### src/rtl/lzc_pkg.sv
// lzc_pkg: shared constants and types for the 32-bit leading-zero counter.
//   LZC_WIDTH   - input word width (32)
//   LZC_ZW      - count width, wide enough to hold 32
//   LZC_BYTES   - number of byte lanes in the word
//   LZC_ALLZERO - count reported for an all-zero word
package lzc_pkg;

    localparam int unsigned LZC_WIDTH = 32;
    localparam int unsigned LZC_ZW    = 6;
    localparam int unsigned LZC_BYTES = 4;

    typedef logic [LZC_WIDTH-1:0] lzc_word_t;
    typedef logic [LZC_ZW-1:0]    lzc_cnt_t;

    localparam lzc_cnt_t LZC_ALLZERO = 6'd32;

endpackage

### src/rtl/lzc8.sv
// lzc8: combinational leading-zero count of one byte.
// Ports:
//   d    in  8  byte to count
//   cnt  out 3  leading zeros from bit 7; only meaningful when d != 0
//   zero out 1  d is all zeros
module lzc8 (
    input  logic [7:0] d,
    output logic [2:0] cnt,
    output logic       zero
);

    always_comb begin
        cnt  = 3'd0;
        zero = (d == 8'h00);
        // Ascending scan: the highest set bit is the last one to write cnt.
        for (int i = 0; i < 8; i++) begin
            if (d[i]) begin
                cnt = 3'(7 - i);
            end
        end
    end

endmodule

### src/rtl/lzc_top.sv
// lzc_top: 32-bit leading-zero counter with a single registered output stage.
// Ports:
//   clk       in  1      rising-edge clock
//   rst_n     in  1      asynchronous active-low reset
//   in_valid  in  1      qualifies data this cycle
//   data      in  WIDTH  word to count
//   out_valid out 1      z holds a result from a valid input (in_valid delayed one cycle)
//   z         out ZW     leading-zero count, 0..32; holds while in_valid is low
module lzc_top
    import lzc_pkg::*;
#(
    parameter int unsigned WIDTH = LZC_WIDTH,
    parameter int unsigned ZW    = LZC_ZW
) (
    input  logic             clk,
    input  logic             rst_n,
    input  logic             in_valid,
    input  logic [WIDTH-1:0] data,
    output logic             out_valid,
    output logic [ZW-1:0]    z
);

    logic [2:0]           byte_cnt  [LZC_BYTES];
    logic [LZC_BYTES-1:0] byte_zero;
    lzc_cnt_t             cnt_comb;

    logic [ZW-1:0] z_d, z_q;
    logic          out_valid_d, out_valid_q;

    for (genvar b = 0; b < LZC_BYTES; b++) begin : g_byte
        lzc8 u_lzc8 (
            .d    (data[8*b +: 8]),
            .cnt  (byte_cnt[b]),
            .zero (byte_zero[b])
        );
    end

    // Byte B3 has offset 0 and B0 offset 3, so offset*8 + cnt is just {offset, cnt}.
    // Scanning upward from B0 lets the most significant non-zero byte win.
    always_comb begin
        cnt_comb = LZC_ALLZERO;
        for (int b = 0; b < LZC_BYTES; b++) begin
            if (!byte_zero[b]) begin
                cnt_comb = {1'b0, 2'(3 - b), byte_cnt[b]};
            end
        end
    end

    // Hold path is selected by in_valid so X on data cannot reach z when idle.
    always_comb begin
        z_d         = z_q;
        out_valid_d = in_valid;
        if (in_valid) begin
            z_d = cnt_comb;
        end
    end

    always_ff @(posedge clk or negedge rst_n) begin
        if (!rst_n) begin
            z_q         <= '0;
            out_valid_q <= 1'b0;
        end else begin
            z_q         <= z_d;
            out_valid_q <= out_valid_d;
        end
    end

    assign z         = z_q;
    assign out_valid = out_valid_q;

endmodule

### config.mk
export PLATFORM = sky130hd
export DESIGN_NAME = lzc_top
export DESIGN_NICKNAME = d
export VERILOG_FILES = /design/src/rtl/lzc_pkg.sv /design/src/rtl/lzc8.sv /design/src/rtl/lzc_top.sv
export SDC_FILE = /design/constraint.sdc
export NUM_CORES = 1
export LEC_CHECK = 0
export CORE_UTILIZATION = 35
export DETAILED_ROUTE_END_ITERATION = 8
export PLACE_DENSITY = 0.79
export SYNTH_ARGS = -nofsm -noshare
export SYNTH_HDL_FRONTEND = slang
export SYNTH_SLANG_ARGS = --single-unit
### constraint.sdc
create_clock -name clk -period 1.1 [get_ports clk]
set_clock_uncertainty 0.15 [all_clocks]
set_input_delay 0.22 -clock clk [delete_from_list [all_inputs] [get_ports clk]]
set_output_delay 0.22 -clock clk [all_outputs]
set_load 0.02 [all_outputs]
==> flow_summary_export.csv <==
group,metric,value,unit
cts,clk_latency_worst_skew_pair,270,ps
power_and_ir_drop,power_density_over_cell_area,630,mW/mm2
cts,clock_tree.htree_level_count,1,
global_routing,number_of_antenna_violations_at_the_first_check_in_global_routing,0,
floorplanning,die_w,44.4,um
final_layout,layout-drive-gt1-share,0.511,
final_layout,layout_overhead_on_the_synthesized_area,145,%
synthesis,yosysSeqAreaShare,0.278,
setup_path,worstSetupEndpointType,"register",
power_and_ir_drop,cellLeakagePower,0.724,nW
synthesis,yosys_most_used_dff,"sky130_fd_sc_hd__dfrtp_1",
synthesis,synth_most_common_cell,"sky130_fd_sc_hd__nor2_1",
floorplanning,start_util,0.395,
timing,unrepaired_setup_endpoints_after_global_routing,"yes",
place,place_worst_setup_slack,-1030,ps
place,gp_congestion,0.874,
synthesis,synth_edf_count,0,
synthesis,area_share_of_the_largest_cell_type_after_synthesis,0.278,
setup_path,worstPathArrival,1680,ps
outcome,violations,"setup timing",
routing,final_antenna_net_count,0,
timing,fmaxAchievable,597,MHz
global_routing,first_global_vias,1187,
setup_path,critical_path_class,"primary input to register",
power_and_ir_drop,power.ir.vdd_worst,856,uV
synthesis,synth_area_leader_cell,"sky130_fd_sc_hd__dfrtp_1",
synthesis,asyncSetResetFlopFracSynth,1.00,
cts,tritoncts.num_buffers,3,
timing,min_cycle_time_layout,1670,ps
cts,cts_sinks,7,
routing,wire_length_per_cell_after_detailed_routing,23.2,um
flow_run,timing.max_cap.violations,0,
final_layout,final_nets,210,
synthesis,post_synth_most_frequent_cells,"13 x sky130_fd_sc_hd__nor2_1, 9 x sky130_fd_sc_hd__a21oi_1, 9 x sky130_fd_sc_hd__inv_1",
timing,max_slew_margin,0.741,
timing,fin_setup_tns,-3270,ps
setup_path,crit_path_start_kind,"primary input",
setup_path,reg2reg_setup_slack,-60,ps
synthesis,synth_top_cells_by_area,"sky130_fd_sc_hd__dfrtp_1 28%, sky130_fd_sc_hd__nor2_1 7.8%, sky130_fd_sc_hd__a21oi_1 7.2%, sky130_fd_sc_hd__nor4_1 6.0%, sky130_fd_sc_hd__inv_1 5.4%",
synthesis,synth_area,629,um2
floorplanning,core-area,0.00159,mm2
routing,drc,0,
final_layout,diodes,0,
synthesis,postSynthAreaPerCell,7.40,um2
routing,vias,1285,
cts,ctsLongestPathBuffers,2,
global_routing,grt_pass1_wl,5.34,mm
cts,clock_pin_slew_worst_setup_and_hold_paths,60,ps
timing,drv_slew,0,
floorplanning,core.rowCount,14,
final_layout,final_core_utilization,0.966,
final_layout,final_cells,198,
synthesis,postSynthNetCount,120,
floorplanning,die_area,0.00197,mm2
cts,tritoncts,"done",
synthesis,synthCells,85,
place,io_buffer_count,41,
place,dpl.cell_count,182,
setup_path,crit_fanout,3,
routing,detailedRoute.firstPassIterationCount,4,
synthesis,ys_ff_latch,7,
synthesis,synth.distinct_cells,29,
global_routing,grt_start_max_net_pins,9,
outcome,run_status,"complete, but fails checks",
global_routing,gr-usage-all-layers,0.383,
setup_path,critPathRequiredTime,1110,ps
hold_path,hold_path_class,"primary input to async pin",
routing,route.detailed.vias_per_inst,6.49,
timing,layout_setup_ws,-574,ps
power_and_ir_drop,power,0.000970,W
global_routing,grt_overflow_total,0,
routing,postRouteWirelength,4.59,mm
cts,clockRootBuffer,"sky130_fd_sc_hd__clkbuf_4",
routing,first_iter_violations,93,
synthesis,synth-warning-count,0,
floorplanning,io-pin-count,42,
timing,min_period_over_period,1.52,
floorplanning,floorplan.die.height,44.4,um
timing,hold_violations,0,
place,detailedPlacementHpwl,2.07,mm
timing,worst_margin_slew,385,ps
final_layout,final.fill_count,33,
timing,setup_violations,13,
-- layout make-up --
type                    count  area (um2)  share of cell area
multi-input cells          68         557               0.361
inverters                   9        33.8              0.0219
flip-flops and latches      7         175               0.114
clock buffers               4        26.3              0.0171
repair buffers             86         718               0.466
well taps                  24        30.0              0.0195
-- repair_timing --
item	in CTS	in global routing
buffers inserted	11	1
setup endpoints to repair	13	13
hold buffers	0	0
resized for setup	115	18
pin swaps	18	9
-- worst paths after layout --
kind | from | to | depth (start not counted)
setup reg to reg | z[0] | z[0] | 3
min in group clk | data[12] | z[2] | 5
setup / recovery | data[0] | z[1] | 7
hold / removal | rst_n | z[1] | 1
max in group asynchronous | rst_n | z[3] | 1
hold reg to reg | z[3] | z[3] | 1
-- layer usage --
| layer | track usage | vias up | wire length [um] |
|---|---|---|---|
| met4 | 0.224 | 0 | 505 |
| met2 | 0.679 | 160 | 2050 |
| met3 | 0.0490 | 66 | 570 |
| li1 | - | 497 | - |
| met5 | 0 | - | 0 |
| met1 | 0.434 | 562 | 1460 |
-- placed cells by master, fill, tap and decap left out, types with 2 or more instances in the layout --
cell type | synthesis | final
sky130_fd_sc_hd__nor4_2 | 0 | 2
sky130_fd_sc_hd__inv_1 | 9 | 9
sky130_fd_sc_hd__clkbuf_4 | 0 | 3
sky130_fd_sc_hd__buf_4 | 0 | 43
sky130_fd_sc_hd__clkdlybuf4s50_1 | 0 | 3
sky130_fd_sc_hd__nand2_4 | 0 | 2
sky130_fd_sc_hd__nand2_1 | 4 | 2
sky130_fd_sc_hd__o21ai_1 | 0 | 3
sky130_fd_sc_hd__buf_2 | 0 | 3
sky130_fd_sc_hd__nor3_1 | 5 | 4
sky130_fd_sc_hd__nor2_1 | 13 | 12
sky130_fd_sc_hd__buf_6 | 0 | 12
sky130_fd_sc_hd__dlygate4sd2_1 | 0 | 20
sky130_fd_sc_hd__or4_4 | 2 | 3
sky130_fd_sc_hd__a21oi_1 | 9 | 8
sky130_fd_sc_hd__clkdlybuf4s15_1 | 0 | 3
sky130_fd_sc_hd__mux2_2 | 2 | 2
sky130_fd_sc_hd__clkbuf_2 | 0 | 2
sky130_fd_sc_hd__nor4_4 | 0 | 4
sky130_fd_sc_hd__dfrtp_1 | 7 | 7
sky130_fd_sc_hd__o21ai_0 | 6 | 2
-- critical path, stage by stage --
cell and delay, ps:
sky130_fd_sc_hd__dlygate4sd2_1 280, sky130_fd_sc_hd__buf_4 160, sky130_fd_sc_hd__nor2_1 100, sky130_fd_sc_hd__nor3_1 90
sky130_fd_sc_hd__o31ai_2 350, sky130_fd_sc_hd__o2111ai_2 200, sky130_fd_sc_hd__a31o_2 270
-- state kept, by name, summed over array words and instances, names as in the netlist --
signal	cells
z	6
out_valid	1
-- kinds of logic after synthesis --
kind of cell	count (synthesis)	share of synthesized area
AOI/OAI and AO/OA	26	0.274
buffers and inverters	10	0.0596
DFF	7	0.278
muxes	3	0.0517
and+or+nand+nor	39	0.336
-- power breakdown --
group	internal, W	switching, W
sequential	0.000267	0.0000113
combinational	0.000216	0.000213
clock	0.000140	0.000121
-- stage by stage --
stage          cell area (um2)  hold WS, ps
2_1_floorplan              629         -226
3_3_place_gp              1310          343
3_5_place_dp              1310          354
4_1_cts                   1480         93.7
5_1_grt                   1540         93.5
6_report                  1540         85.6
(Power assumes the default switching activity.)
